### config.mk
export PLATFORM = sky130hd
export DESIGN_NAME = cis_frame_capture
export DESIGN_NICKNAME = d
export VERILOG_FILES = /design/src/rtl/cis_frame_capture.sv
export SDC_FILE = /design/constraint.sdc
export NUM_CORES = 1
export LEC_CHECK = 0
export CAP_MARGIN = 20
export CORE_MARGIN = 1.5
export CORE_UTILIZATION = 30
export CTS_CLUSTER_SIZE = 10
export DETAILED_ROUTE_END_ITERATION = 8
export DONT_BUFFER_PORTS = 1
export PLACE_DENSITY = 0.52
export RECOVER_POWER = 100
export SLEW_MARGIN = 5
export SYNTH_ARGS = -nofsm -noshare
export SYNTH_HDL_FRONTEND = slang
export SYNTH_SLANG_ARGS = --single-unit
### constraint.sdc
create_clock -name clk -period 4.72 [get_ports clk]
set_clock_uncertainty 0.1 [all_clocks]
set_input_delay 0.944 -clock clk [delete_from_list [all_inputs] [get_ports clk]]
set_output_delay 0.944 -clock clk [all_outputs]
set_load 0.03 [all_outputs]
### src/rtl/cis_frame_capture.sv
// cis_frame_capture: CIS parallel camera bus into the SRAM frame buffer.
// Syncs the camera bus into clk, packs RGB444 pixels and writes y*H+x.
module cis_frame_capture #(
    parameter int H_ACTIVE = 320,
    parameter int V_ACTIVE = 240,
    parameter int ADDR_W   = 17
) (
    input  logic              clk,
    input  logic              rst,
    input  logic              cam_pclk,
    input  logic              cam_vsync,
    input  logic              cam_href,
    input  logic [7:0]        cam_data,
    input  logic              capture_en,
    output logic              wr_en,
    output logic [ADDR_W-1:0] wr_addr,
    output logic [11:0]       wr_data,
    output logic              frame_active,
    output logic              frame_done,
    output logic              line_err,
    output logic [8:0]        o_x_count,
    output logic [7:0]        o_y_count
);

    typedef enum logic [1:0] {
        IDLE,
        WAIT_SOF,
        CAPTURE
    } state_t;

    localparam logic [8:0]        H_X    = 9'(H_ACTIVE);
    localparam logic [7:0]        V_Y    = 8'(V_ACTIVE);
    localparam logic [ADDR_W-1:0] H_STEP = ADDR_W'(H_ACTIVE);

    // index 0 = s1, 1 = s2, 2 = s3 (edge-detect tap)
    logic [2:0] pclk_q, vsync_q, href_q;
    logic [7:0] data1_q, data2_q;

    state_t            state_q, state_d;
    logic [8:0]        x_q, x_d;
    logic [7:0]        y_q, y_d;
    logic [7:0]        y_inc;
    logic              phase_q, phase_d;
    logic [3:0]        r_q, r_d;
    logic [ADDR_W-1:0] addr_q, addr_d;
    logic [ADDR_W-1:0] base_q, base_d;
    logic              err_q, err_d;
    logic              wr_en_q, wr_en_d;
    logic [ADDR_W-1:0] wr_addr_q, wr_addr_d;
    logic [11:0]       wr_data_q, wr_data_d;
    logic              done_q, done_d;
    logic              pend_q, pend_d;

    logic pclk_rise, vs_rise, vs_fall, href_s2, href_fall;

    always_ff @(posedge clk or posedge rst) begin
        if (rst) begin
            pclk_q  <= '0;
            vsync_q <= '0;
            href_q  <= '0;
            data1_q <= '0;
            data2_q <= '0;
        end else begin
            pclk_q  <= {pclk_q[1:0], cam_pclk};
            vsync_q <= {vsync_q[1:0], cam_vsync};
            href_q  <= {href_q[1:0], cam_href};
            data1_q <= cam_data;
            data2_q <= data1_q;
        end
    end

    assign pclk_rise = pclk_q[1] & ~pclk_q[2];
    assign vs_rise   = vsync_q[1] & ~vsync_q[2];
    assign vs_fall   = ~vsync_q[1] & vsync_q[2];
    assign href_s2   = href_q[1];
    assign href_fall = ~href_q[1] & href_q[2];

    always_ff @(posedge clk or posedge rst) begin
        if (rst) begin
            state_q   <= IDLE;
            x_q       <= '0;
            y_q       <= '0;
            phase_q   <= 1'b0;
            r_q       <= '0;
            addr_q    <= '0;
            base_q    <= '0;
            err_q     <= 1'b0;
            wr_en_q   <= 1'b0;
            wr_addr_q <= '0;
            wr_data_q <= '0;
            done_q    <= 1'b0;
            pend_q    <= 1'b0;
        end else begin
            state_q   <= state_d;
            x_q       <= x_d;
            y_q       <= y_d;
            phase_q   <= phase_d;
            r_q       <= r_d;
            addr_q    <= addr_d;
            base_q    <= base_d;
            err_q     <= err_d;
            wr_en_q   <= wr_en_d;
            wr_addr_q <= wr_addr_d;
            wr_data_q <= wr_data_d;
            done_q    <= done_d;
            pend_q    <= pend_d;
        end
    end

    always_comb begin
        state_d   = state_q;
        x_d       = x_q;
        y_d       = y_q;
        y_inc     = '0;
        phase_d   = phase_q;
        r_d       = r_q;
        addr_d    = addr_q;
        base_d    = base_q;
        err_d     = err_q;
        wr_en_d   = 1'b0;
        wr_addr_d = wr_addr_q;
        wr_data_d = wr_data_q;
        pend_d    = 1'b0;
        done_d    = pend_q;

        unique case (state_q)
            IDLE: begin
                if (capture_en) state_d = WAIT_SOF;
            end
            WAIT_SOF: begin
                if (vs_fall) begin
                    state_d = CAPTURE;
                    x_d     = '0;
                    y_d     = '0;
                    phase_d = 1'b0;
                    err_d   = 1'b0;
                    addr_d  = '0;
                    base_d  = '0;
                end
            end
            CAPTURE: begin
                if (pclk_rise && href_s2) begin
                    if (!phase_q) begin
                        r_d     = data2_q[3:0];
                        phase_d = 1'b1;
                    end else begin
                        phase_d = 1'b0;
                        if (x_q < H_X && y_q < V_Y) begin
                            wr_en_d   = 1'b1;
                            wr_addr_d = addr_q;
                            wr_data_d = {r_q, data2_q};
                            addr_d    = addr_q + 1'b1;
                        end
                        if (x_q != 9'h1FF) x_d = x_q + 9'd1;
                    end
                end else if (!href_s2) begin
                    phase_d = 1'b0;
                end

                if (href_fall) begin
                    if (x_q != H_X) err_d = 1'b1;
                    x_d = '0;
                    if (x_q != '0) begin
                        y_inc = (y_q == 8'hFF) ? y_q : y_q + 8'd1;
                        y_d   = y_inc;
                        if (y_inc < V_Y) begin
                            base_d = base_q + H_STEP;
                            addr_d = base_q + H_STEP;
                        end
                    end
                end

                // a write issued alongside the frame end lands one clk before frame_done
                if (vs_rise) begin
                    state_d = capture_en ? WAIT_SOF : IDLE;
                    x_d     = '0;
                    phase_d = 1'b0;
                    if (wr_en_d) pend_d = 1'b1;
                    else         done_d = 1'b1;
                end
            end
            default: state_d = IDLE;
        endcase
    end

    assign wr_en        = wr_en_q;
    assign wr_addr      = wr_addr_q;
    assign wr_data      = wr_data_q;
    assign frame_active = (state_q == CAPTURE);
    assign frame_done   = done_q;
    assign line_err     = err_q;
    assign o_x_count    = x_q;
    assign o_y_count    = y_q;

endmodule
Word-level counts from Yosys, hierarchy flattened
Cells that the tools add are included.
{"block": "word_totals", "ff_bits": 116, "in_bits": 14, "output_inout_bits": 50, "wordCells": 113}
{"block": "classes", "n_addsub": 4, "order_cmp": 3, "n_eq_ne": 16, "mux": 49, "bitwise_logic": 9, "n_reduce_logical": 14}
{"op": "$mux W17", "count": 10}
{"op": "$pmux W17 S2", "count": 2}
{"op": "$mux W9", "count": 6}
{"op": "$mux W8", "count": 4}
{"op": "$mux W1", "count": 19}
{"op": "$ne A9 B9 Y1 const B", "count": 2}
{"op": "$pmux W9 S2", "count": 1}
{"op": "$add A17 B1 Y17 const B", "count": 1}
{"op": "$add A17 B9 Y17 const B", "count": 1}
{"op": "$lt A8 B8 Y1 const B", "count": 2}
{"op": "$pmux W8 S2", "count": 1}
{"op": "$ne A4 B1 Y1 const B", "count": 3}
{"op": "$reduce_and A4 Y1", "count": 3}
{"op": "$ne A2 B1 Y1 const B", "count": 5}
{"op": "$reduce_and A5 Y1", "count": 2}
{"op": "$add A9 B1 Y9 const B", "count": 1}
{"op": "$lt A9 B9 Y1 const B", "count": 1}
{"op": "$reduce_and A3 Y1", "count": 3}
{"op": "$reduce_bool A9 Y1", "count": 1}
{"op": "$add A8 B1 Y8 const B", "count": 1}
{"op": "$eq A8 B8 Y1 const B", "count": 1}
{"op": "$mux W2", "count": 3}
{"op": "$pmux W2 S3", "count": 1}
{"op": "$not A1 Y1", "count": 5}
{"op": "10 further kinds", "count": 16}

Depth between registers and ports, before layout
Gate-level depths: netlist of run 1.
{"block": "depth", "ltp_word": 9, "mapped_depth": 10, "ltp_nobuf": 9}

Worst setup path before layout of run 1
OpenSTA, ideal clock, no wires.
{"block": "synth_timing", "path_type": "register to register", "startpoint": "register x_q[0], in the netlist o_x_count[0]", "endpoint": "register x_q[4], in the netlist o_x_count[4]", "setup_ps": 67, "arrival_ps": 2454, "t_required_ps": 4553, "setup_slack_ps": 2099, "path_stages_with_launch": 10, "path_buffers": 0, "period_less_slack_ps": 2621, "cell_sequence": "dfrtp_1 > ha_1 > and3_1 > and3_1 > and3_1 > ha_1 > nor2_1 > o21ai_1 > or4b_1 > nand2_1"}
{"block": "synth_between", "elab_chain_cells": 7, "word_cells_on_any_way": 10, "classes_between": "add/sub: 1; eq/ne: 2; mux: 6; reduce/logical: 1"}
{"item": "from (decl)", "line_no": "40", "source": "logic [8:0] x_q, x_d;"}
{"item": "from (signal assigned)", "line_no": "81", "source": "x_q <= '0;"}
{"item": "from (signal assigned)", "line_no": "95", "source": "x_q <= x_d;"}
{"item": "$add A9 B1 Y9", "line_no": "154", "source": "if (x_q != 9'h1FF) x_d = x_q + 9'd1;"}
{"item": "$mux W9", "line_no": "154"}
{"item": "$mux W9", "line_no": "143", "source": "if (!phase_q) begin"}
{"item": "$mux W9", "line_no": "142", "source": "if (pclk_rise && href_s2) begin"}
{"item": "$mux W9", "line_no": "160", "source": "if (href_fall) begin"}
{"item": "$mux W9", "line_no": "174", "source": "if (vs_rise) begin"}
{"item": "$pmux W9 S2", "line_no": "126", "source": "unique case (state_q)"}
Parallel ways exist; a longest one is shown, timed or not. The select of a mux whose other input is x is not followed.
A chain may end at the register's enable or synchronous reset.

Worst setup path after layout of run 1
{"block": "layout_timing", "startpoint": "register state_q[0]", "endpoint": "register addr_q[8]"}
{"block": "layout_between", "elab_chain_cells": 3, "word_cells_on_any_way": 6, "classes_between": "eq/ne: 3; mux: 1; reduce/logical: 2"}
{"item": "from (decl)", "line_no": "39", "source": "state_t state_q, state_d;"}
{"item": "from (signal assigned)", "line_no": "94", "source": "state_q <= state_d;"}
{"item": "$eq A2 B2 Y1 *"}
{"item": "via frame_active", "line_no": "18", "source": "output logic frame_active,"}
{"item": "$reduce_bool A2 Y1 (no source line)"}
{"item": "$reduce_and A2 Y1 (no source line)"}
{"item": "to (signal assigned)", "line_no": "99", "source": "addr_q <= addr_d;"}
{"item": "to (decl)", "line_no": "45", "source": "logic [ADDR_W-1:0] addr_q, addr_d;"}
Mark *: on every way through the listed nets, which the timed path passes. The rest lies on a longest branch.

==> Implementation_results.wiki, run 1 <==
{| class="wikitable"
! Metric !! Value
|-
| Hold crit path type || register to register
|-
| Proportion of power drawn by the clock network || 0.340
|-
| Violation count after the first detailed-route iteration || 236
|-
| Half-perimeter wire length of the detailed placement result || between 8000 and 9000 um
|-
| Total global routing overflow || 0
|-
| Final critical-path required period || 3.463 ns
|-
| RSZ-0062 raised after global routing || no
|-
| Critical path's top delay family || buffers and inverters
|-
| Slowest-stage cell, CP || clkbuf_1
|-
| Startpoint type of the worst setup path || register
|-
| Largest stage delay on the critical path || slightly above 0.7 ns
|-
| Slew at the pin closest to its max-slew limit || roughly 3.0 ns
|-
| Length of the first detailed-routing pass in iterations || 4
|-
| Via-to-Cell Ratio || 5.296
|-
| Sw Ratio || 0.3549
|-
| Number of max-slew violations in the final report || 68
|-
| Via count of the first global-routing pass || 3,635
|-
| Die Y || 134.5 um
|-
| TritonCTS clock tree || built
|-
| Buffers and inverters on the worst path || 3
|-
| Most frequent cell on the critical path || clkbuf_1
|-
| Leakage power || 2.449 nW
|-
| Nets in the synthesized netlist || about 510
|-
| # placed instances || 684
|-
| Fraction of final layout cells sized beyond drive strength 1 || 0.1313
|-
| Violations in the final reports || capacitance limit, slew limit
|-
| Clock input transition at the sequential cells of the worst setup and hold paths || 0.08 ns
|-
| Sequential share of power || 0.442
|-
| Worst VDD drop || 0.0002198 V
|-
| Starting utilization of the core area || 0.3093
|-
| First-pass GRT wire length || 19,930 um
|-
| Top library cells by usage in the layout, fill and taps aside || dfrtp_1 (110), nand2_1 (55), mux2_2 (34)
|-
| Number of distinct library cell variants in the gate-level netlist after synthesis || between 50 and 60
|-
| Category of the worst setup path capture point || register
|-
| Depth of the most critical reg-to-reg path || 7
|-
| Register area share after synthesis || 0.5310
|-
| Slew Limit Headroom || -0.9853
|-
| Outcome || finished, violations left
|-
| Flip-flop and latch count after synthesis || 110
|-
| DRT antenna net count || 0
|-
| Final setup violation count || 0
|-
| Async SR Flop Fraction || 1.000
|-
| Diode count || 0
|-
| Number of gates on the worst path with buffers counted || 7
|-
| DRC violation count after routing || 0
|-
| Power share of the combinational group || 0.218
|-
| Area overhead of the layout relative to synthesis || 9.607%
|-
| Total I/O pin count || between 60 and 70
|-
| Timing-limited maximum frequency || 0.2888 GHz
|-
| Number of non-filler instances in the completed layout || 700
|-
| Commonest non-fill, non-tap cell in the layout || dfrtp_1
|-
| Cell area after technology mapping || about 0.0052 mm^2
|-
| Number of placement rows || 47
|-
| Post-Route Setup TNS || 0 ns
|-
| Critical path capture point || addr_q[8]
|-
| Area enclosed by the die boundary || ~0.018 mm^2
|-
| Worst EP arrival || 3.67 ns
|-
| Quantity of I/O buffers inserted on ports || 0
|-
| Total of max-cap violations || 1
|-
| Final routed wirelength across all metal layers || 11,920 um
|-
| EDFF count, synth || 0
|-
| Setup fix buffers added after clock tree synthesis || 0
|-
| Synth Warn # || 0
|-
| Std-Cell Core Area || 0.01676 mm^2
|-
| Last weighted congestion value of the routability-driven placer || 0.7967
|-
| Initial antenna violation count || 0
|-
| Maximum fanout along the worst path || 20
|-
| Sink count of the clock tree || 110
|-
| Flip-flop cell with the highest count after synthesis || dfrtp_1
|-
| Clock Latency Late Sink || 0.37 ns
|-
| Internal power || 1.525 mW
|-
| Post-synthesis average cell area || roughly 11 um^2
|-
| Routed wire per std cell || 17.02 um
|-
| Reg2reg end || addr_q[8]
|-
| Flop2flop setup slack || 1.26 ns
|-
| Count of mapped cells out of synthesis || 481
|-
| All-layer global routing usage || 0.1406
|-
| CTS Buffer Depth || 2
|-
| Critical path cell sequence || inv_1 -> ha_1 -> clkbuf_1 -> o21ai_0 -> clkbuf_1 -> or4_1 -> nand3_1
|-
| Power density relative to cell area || just over 400 mW/mm^2
|-
| Crit share post-route || 0.7337
|-
| Critical Path Start || state_q[0]
|-
| Switch Pwr || 838.8 uW
|-
| Clk root buf || clkbuf_16
|-
| Startpoint of the most critical register-to-register path || state_q[0]
|-
| Final hold violation count || 0
|-
| H-tree levels || 3
|-
| Clock buffers created by TritonCTS || 9
|-
| Number of gates resized after cts || 0
|-
| Hold_buf cts || 0
|-
| Vias after detailed routing || about 3,700
|-
| Largest net degree at the start of global routing || 68
|-
| Critical path type || register to register
|-
| Data required, critical path || 4.93 ns
|-
| Layout Nets || 500
|-
| Die W || between 100 and 150 um
|}
-- worst min-delay path by stage --
stage | end | cells after the start | from | slack (ns)
global placement | pclk_q[1] | 0 | pclk_q[0] | 0.23
CTS | pclk_q[1] | 0 | pclk_q[0] | 0.26
detailed placement | pclk_q[1] | 0 | pclk_q[0] | 0.24
global route | data2_q[3] | 0 | data1_q[3] | 0.27
floorplan | data2_q[0] | 0 | data1_q[0] | 0.23
finish | pclk_q[1] | 0 | pclk_q[0] | 0.25
-- area by class of cell --
class,instances,area (um^2)
Sequential cell,110,2753
Clock inverter,7,91.34
Inverter,12,46.29
Timing Repair Buffer,9,56.30
Tap cell,220,275.3
Multi-Input combinational cell,333,2235
Fill cell,1697,11080
Clock buffer,9,225.2
-- cell usage after synthesis (6+ instances only) --
library cell  number  area [um^2]
inv_1             12        45.04
xnor2_1            6        52.55
nor2_1            21        78.83
nand3_1           22        110.1
a21oi_1           23        115.1
and3_1            12        75.07
nand2_1           55        206.5
o211ai_1          13        97.59
clkbuf_1          13        48.80
o21ai_0           26        130.1
ha_1              11        137.6
buf_2              8        40.04
nand4_1           13        81.33
dfrtp_1          110         2753
mux2_2            34        382.9
a31oi_1           13        81.33
-- per-layer routing --
layer / share of wire / global-route usage
met1: 0.45 / 0.1816
met2: 0.48 / 0.2239
met3: 0.048 / 0.04017
met4: 0.019 / 0.05376
met5: 0 / 0
-- stage by stage --
step	power (mW)	hold slack, ns	setup slack [ns]	util	instance area, um^2
3_5_place_dp	1.596	0.2356	1.741	0.3215	5388
2_1_floorplan	1.440	0.2312	0.7737	-	5184
6_report	2.364	0.2519	1.257	0.3390	5682
4_1_cts	2.409	0.2550	1.741	0.3404	5704
5_1_grt	2.491	0.2661	1.023	0.3390	5682
3_3_place_gp	1.568	0.2323	1.821	0.3206	5373
-- power groups by stage --
stage / logic, mW / clock network (mW) / registers, mW
4_1_cts: 0.535 / 0.830 / 1.04
5_1_grt: 0.576 / 0.866 / 1.05
6_report: 0.515 / 0.804 / 1.04
3_3_place_gp: 0.508 / 0 / 1.06
3_5_place_dp: 0.533 / 0 / 1.06
2_1_floorplan: 0.388 / 0 / 1.05
-- state kept, by name, summed over array words and instances (netlist names) --
name	flops
addr_q	17
wr_addr	17
wr_data	12
base_q	11
o_x_count	9
data1_q	8
data2_q	8
o_y_count	8
r_q	4
href_q	3
pclk_q	3
vsync_q	3
state_q	2
frame_done	1
line_err	1
pend_q	1
phase_q	1
wr_en	1
-- cells by family after synthesis --
logic type | count (synthesis) | share of synthesized area
fa+ha+maj | 11 | 0.02655
flops | 110 | 0.5310
xor+xnor | 10 | 0.01690
compound gates | 112 | 0.1431
simple gates | 162 | 0.1649
mux | 38 | 0.08158
buf+inv | 38 | 0.03596
No activity file was read; power rests on OpenSTA's default activity.
==> run 2, diff against run 1 <==
PLACE_DENSITY = 0.53   (was 0.52)
clock period = 2.8 ns   (was 4.72 ns; I/O delays follow)
==> run 2 against run 1 <==
  * The run still ends with capacitance limit, slew limit left
  * Clock power rose by 57%
  * Sequential cell count did not move
  * Global-route usage rose by 0.053 points
  * Sequential share of layout area fell by 0.54 points
  * Sequential power rose by 69%
  * Largest cell class unchanged
  * Largest power group unchanged
==> Implementation_results.wiki, run 2 (same netlist as run 1, synthesis figures left out) <==
{| class="wikitable"
! Metric !! Value
|-
| Clock Latency Late Sink || 0.36 ns
|-
| Total global routing overflow || 0
|-
| Initial antenna violation count || 0
|-
| DRC violation count after routing || 0
|-
| Via count of the first global-routing pass || 3,751
|-
| Number of gates resized after cts || 0
|-
| Length of the first detailed-routing pass in iterations || 4
|-
| Vias after detailed routing || 3,764
|-
| Total of max-cap violations || 1
|-
| Commonest non-fill, non-tap cell in the layout || dfrtp_1
|-
| Sink count of the clock tree || 110
|-
| Quantity of I/O buffers inserted on ports || 0
|-
| Routed wire per std cell || 16.79 um
|-
| Critical Path Start || o_x_count[0]
|-
| Leakage power || 2.486 nW
|-
| Hold_buf cts || 0
|-
| Clock input transition at the sequential cells of the worst setup and hold paths || 0.08 ns
|-
| Std-Cell Core Area || 0.01676 mm^2
|-
| Maximum fanout along the worst path || 8
|-
| Final setup violation count || 0
|-
| Clock buffers created by TritonCTS || 9
|-
| Layout Nets || between 500 and 600
|-
| Fraction of final layout cells sized beyond drive strength 1 || 0.1403
|-
| Setup fix buffers added after clock tree synthesis || 0
|-
| Violations in the final reports || capacitance limit, slew limit
|-
| Area overhead of the layout relative to synthesis || 10.84%
|-
| Last weighted congestion value of the routability-driven placer || 0.8875
|-
| Launch instance of the worst min-delay path || cam_data[4]
|-
| Top library cells by usage in the layout, fill and taps aside || dfrtp_1 (110), nand2_1 (55), mux2_2 (34)
|-
| Category of the worst setup path capture point || register
|-
| Startpoint of the most critical register-to-register path || o_x_count[0]
|-
| Post-Route Setup TNS || 0 ns
|-
| Crit share post-route || 0.9354
|-
| Half-perimeter wire length of the detailed placement result || 8467 um
|-
| Die W || 134.5 um
|-
| All-layer global routing usage || 0.1411
|-
| Startpoint type of the worst setup path || register
|-
| CTS Buffer Depth || 2
|-
| Timing-limited maximum frequency || ~0.38 GHz
|-
| H-tree levels || 3
|-
| Final hold violation count || 0
|-
| TritonCTS clock tree || built
|-
| Worst EP arrival || 2.82 ns
|-
| Slew at the pin closest to its max-slew limit || 1.541 ns
|-
| Starting utilization of the core area || 0.3093
|-
| Outcome || finished, violations left
|-
| Total I/O pin count || 64
|-
| Diode count || 0
|-
| Post-route cell area || 0.005746 mm^2
|-
| Data required, critical path || 3.00 ns
|-
| Hold crit path type || input pin to register
|-
| Dpl cell area || 0.005569 mm^2
|-
| Number of max-slew violations in the final report || 35
|-
| First-pass GRT wire length || between 15,000 and 20,000 um
|-
| Total power of the final layout || 3.941 mW
|-
| Die Y || 134.5 um
|-
| Via-to-Cell Ratio || approximately 5.2
|-
| Final routed wirelength across all metal layers || 12,070 um
|-
| Slew Limit Headroom || -0.03289
|-
| Area enclosed by the die boundary || 0.01808 mm^2
|-
| Number of placement rows || between 40 and 50
|-
| RSZ-0062 raised after global routing || no
|-
| Power density relative to cell area || 685.9 mW/mm^2
|-
| Largest net degree at the start of global routing || 42
|-
| Final critical-path required period || 2.619 ns
|-
| Clk root buf || clkbuf_16
|-
| Worst VDD drop || between 0.0003 and 0.0004 V
|-
| Violation count after the first detailed-route iteration || 292
|-
| DRT antenna net count || 0
|-
| Critical path type || register to register
|}
## run 2: cell types whose count changed in the layout (fill, tap and decap cells not counted)
cell,change
clkbuf_1,+12
buf_4,+4
clkbuf_2,+4
inv_6,+3
inv_8,-3
o21ai_0,-2
o21ai_1,+2
clkinv_4,+1
clkinv_8,-1
inv_12,-1
## run 2: through the flow
stage / worst slack, ns / instances / utilization / hold WS (ns)
after CTS: 0.2064 / 719 / 0.3495 / 0.1030
final: 0.1810 / 719 / 0.3428 / 0.1194
after global placement: 0.2738 / 703 / 0.3323 / 0.2332
after floorplan: 0.1790 / 481 / - / 0.2312
after global routing: 0.03932 / 719 / 0.3428 / 0.09458
after detailed placement: 0.2250 / 703 / 0.3323 / 0.2347
## run 2: layout make-up
cell class | instances | area, um^2
fill | 1686 | 11010
clock inverter | 6 | 60.06
tap | 220 | 275.3
clock buffer | 10 | 229.0
timing repair buffer | 28 | 147.6
multi-input combinational | 333 | 2235
inverter | 12 | 46.29
sequential | 110 | 2753
## run 2: path summary, 6_finish.rpt
path                           endpoint  slack [ns]  depth (start not counted)
setup / recovery           o_x_count[4]        0.18                          9
hold / removal               data1_q[4]        0.12                          0
setup reg to reg           o_x_count[4]        0.18                          9
hold reg to reg              data2_q[2]        0.25                          0
max in group asynchronous    addr_q[15]        0.57                          2
min in group asynchronous    data2_q[2]        0.32                          1
## run 2: where the power goes
group / total [mW] / switching, mW / internal (mW)
registers: 1.76 / 0.0938 / 1.67
logic: 0.917 / 0.628 / 0.289
clock network: 1.26 / 0.636 / 0.627
## run 2: worst max-delay path, cell delays in order (launching register included)
cell and delay [ns]:
dfrtp_1 0.38, ha_1 0.22, and3_1 0.21, and3_1 0.21
and3_1 0.19, ha_1 0.21, nor2_1 0.23, o21ai_1 0.23
or4b_1 0.50, nand2_1 0.07
## run 2: routing by layer
layer	vias up	GRT usage	wire length [um]
li1	1805	-	-
met1	1883	0.1785	5372
met2	61	0.2325	5945
met3	15	0.04167	551
met4	0	0.04540	201
met5	-	0	0
==> run 3, diff against run 2 <==
DONT_BUFFER_PORTS = not set   (was 1)
PLACE_DENSITY = 0.58   (was 0.53)
==> run 3 against run 2 <==
  * Final area increased by 11%
  * Sequential share of layout area decreased by 4.6 points
  * Sequential cell count unchanged
  * The flow now finishes without violations
  * Largest power group unchanged
  * Combinational power increased by 10%
==> Implementation_results.wiki, run 3 (same netlist as run 1, synthesis figures left out) <==
{| class="wikitable"
! Metric !! Value
|-
| Critical path capture point || o_x_count[4]
|-
| DRC violation count after routing || 0
|-
| Fraction of final layout cells sized beyond drive strength 1 || 0.1289
|-
| Die W || 134.5 um
|-
| Crit share post-route || 0.9357
|-
| Largest net degree at the start of global routing || 111
|-
| Vias after detailed routing || between 3,000 and 4,000
|-
| Sink count of the clock tree || 110
|-
| Slew at the pin closest to its max-slew limit || around 1.5 ns
|-
| Setup fix buffers added after clock tree synthesis || 0
|-
| Top library cells by usage in the layout, fill and taps aside || dfrtp_1 (110), dlygate4sd3_1 (62), nand2_1 (55)
|-
| Timing-limited maximum frequency || 0.3817 GHz
|-
| Startpoint type of the worst setup path || register
|-
| First-pass GRT wire length || 19,810 um
|-
| Critical path type || register to register
|-
| Fin Hold WS || 0.2513 ns
|-
| Flop2flop setup slack || between 0.15 and 0.2 ns
|-
| Leakage power || 2.874 nW
|-
| Reg2reg end || o_x_count[4]
|-
| Number of max-slew violations in the final report || 0
|-
| Quantity of I/O buffers inserted on ports || between 60 and 70
|-
| Utilization after layout || 0.3791
|-
| Number of placement rows || 47
|-
| Startpoint of the most critical register-to-register path || o_x_count[1]
|-
| H-tree levels || 3
|-
| Commonest non-fill, non-tap cell in the layout || dfrtp_1
|-
| Worst EP arrival || 2.83 ns
|-
| Worst VDD drop || 0.0003826 V
|-
| Final critical-path required period || 2.620 ns
|-
| Most frequent cell on the critical path || and3_1
|-
| Total of max-cap violations || 0
|-
| Hold crit path type || register to register
|-
| Clock input transition at the sequential cells of the worst setup and hold paths || 0.08 ns
|-
| Total global routing overflow || 0
|-
| Area overhead of the layout relative to synthesis || 22.57%
|-
| Die Y || about 130 um
|-
| Clock buffers created by TritonCTS || 9
|-
| Last weighted congestion value of the routability-driven placer || 0.8466
|-
| Half-perimeter wire length of the detailed placement result || 8131 um
|-
| Final hold violation count || 0
|-
| Post-route cell area || 0.006354 mm^2
|-
| Maximum fanout along the worst path || 8
|-
| CTS Buffer Depth || 2
|-
| Clk root buf || clkbuf_16
|-
| Via count of the first global-routing pass || 3,947
|-
| Slew Limit Headroom || 0.01659
|-
| Total I/O pin count || 64
|-
| Starting utilization of the core area || 0.3093
|-
| Post-Route Setup TNS || 0 ns
|-
| Std-Cell Core Area || 0.01676 mm^2
|-
| Outcome || finished clean
|-
| TritonCTS clock tree || built
|-
| Length of the first detailed-routing pass in iterations || 5
|-
| All-layer global routing usage || 0.1380
|-
| Slowest-stage cell, CP || or4b_1
|-
| Total power of the final layout || just over 4 mW
|-
| Critical Path Start || o_x_count[1]
|-
| Dpl cell area || around 0.006 mm^2
|-
| Clock Latency Late Sink || 0.36 ns
|-
| Largest stage delay on the critical path || 0.49 ns
|-
| Final routed wirelength across all metal layers || approximately 12,000 um
|-
| Power density relative to cell area || 633.5 mW/mm^2
|-
| DRT antenna net count || 0
|-
| Final setup violation count || 0
|-
| Via-to-Cell Ratio || about 5.2
|-
| Area enclosed by the die boundary || 0.01808 mm^2
|-
| Depth of the most critical reg-to-reg path || 9
|-
| Category of the worst setup path capture point || register
|-
| Critical path cell sequence || ha_1 -> and3_1 -> and3_1 -> and3_1 -> ha_1 -> nor2_1 -> o21ai_2 -> or4b_1 -> nand2_1
|-
| Data required, critical path || 3.01 ns
|-
| Diode count || 0
|-
| Routed wire per std cell || 15.26 um
|-
| Initial antenna violation count || 0
|-
| RSZ-0062 raised after global routing || no
|-
| Violation count after the first detailed-route iteration || 244
|-
| Layout Nets || 571
|}
## run 3: cell count changes in the layout (fill, tap and decap cells not counted), moves of 2 or more
cell           before  now
clkbuf_1           15    4
dlygate4sd3_1       0   62
inv_6               4    2
inv_8               0    2
## run 3: per-layer routing
| metal | share of wire | wire length [um] | track usage | vias to the layer above |
|---|---|---|---|---|
| li1 | - | - | - | 1897 |
| met1 | 0.46 | 5401 | 0.1782 | 1993 |
| met2 | 0.49 | 5725 | 0.2231 | 73 |
| met3 | 0.034 | 396 | 0.02815 | 19 |
| met4 | 0.020 | 240 | 0.06392 | 0 |
| met5 | 0 | 0 | 0 | - |
## run 3: worst max-delay path: cells and delay by family (launching register included)
kind / cells / cell delay [ns]
AOI/OAI and AO/OA: 1 / 0.17
adders and majority gates: 2 / 0.44
DFF: 1 / 0.44
and+or+nand+nor: 6 / 1.41
## run 3: final cells by class
class                           count  area, um^2
Clock buffer                        9       225.2
Clock inverter                      7       77.57
Fill cell                        1629       10410
Inverter                           12       48.80
Multi-Input combinational cell    333        2238
Sequential cell                   110        2753
Tap cell                          220       275.3
Timing Repair Buffer               80       735.7
## run 3: metrics by stage
stage	setup slack, ns	instances
4_1_cts	0.1112	771
6_report	0.1800	771
5_1_grt	0.009224	771
3_3_place_gp	0.2424	755
3_5_place_dp	0.1325	755
2_1_floorplan	0.1790	481
## run 3: worst min path at each step
| stage | from | cells past startpoint | endpoint | slack [ns] |
|---|---|---|---|---|
| finish | href_q[0] | 0 | href_q[1] | 0.25 |
| global route | data1_q[5] | 0 | data2_q[5] | 0.25 |
| CTS | href_q[0] | 0 | href_q[1] | 0.25 |
| detailed placement | href_q[0] | 0 | href_q[1] | 0.23 |
| global placement | data1_q[2] | 0 | data2_q[2] | 0.23 |
| floorplan | data1_q[0] | 0 | data2_q[0] | 0.23 |
## run 3: report_power, final
part	leakage, nW	switching, mW	internal [mW]
registers	1.47	0.0480	1.67
clock network	0.150	0.658	0.637
logic	1.26	0.676	0.339
total	2.87	1.38	2.64
## run 3: timing repair
| action | CTS | global route |
|---|---|---|
| endpoints found under the hold margin | 0 | 0 |
| resized for setup | 0 | 1 |
| hold buffers | 0 | 0 |
| endpoints found under the setup margin | 0 | 1 |
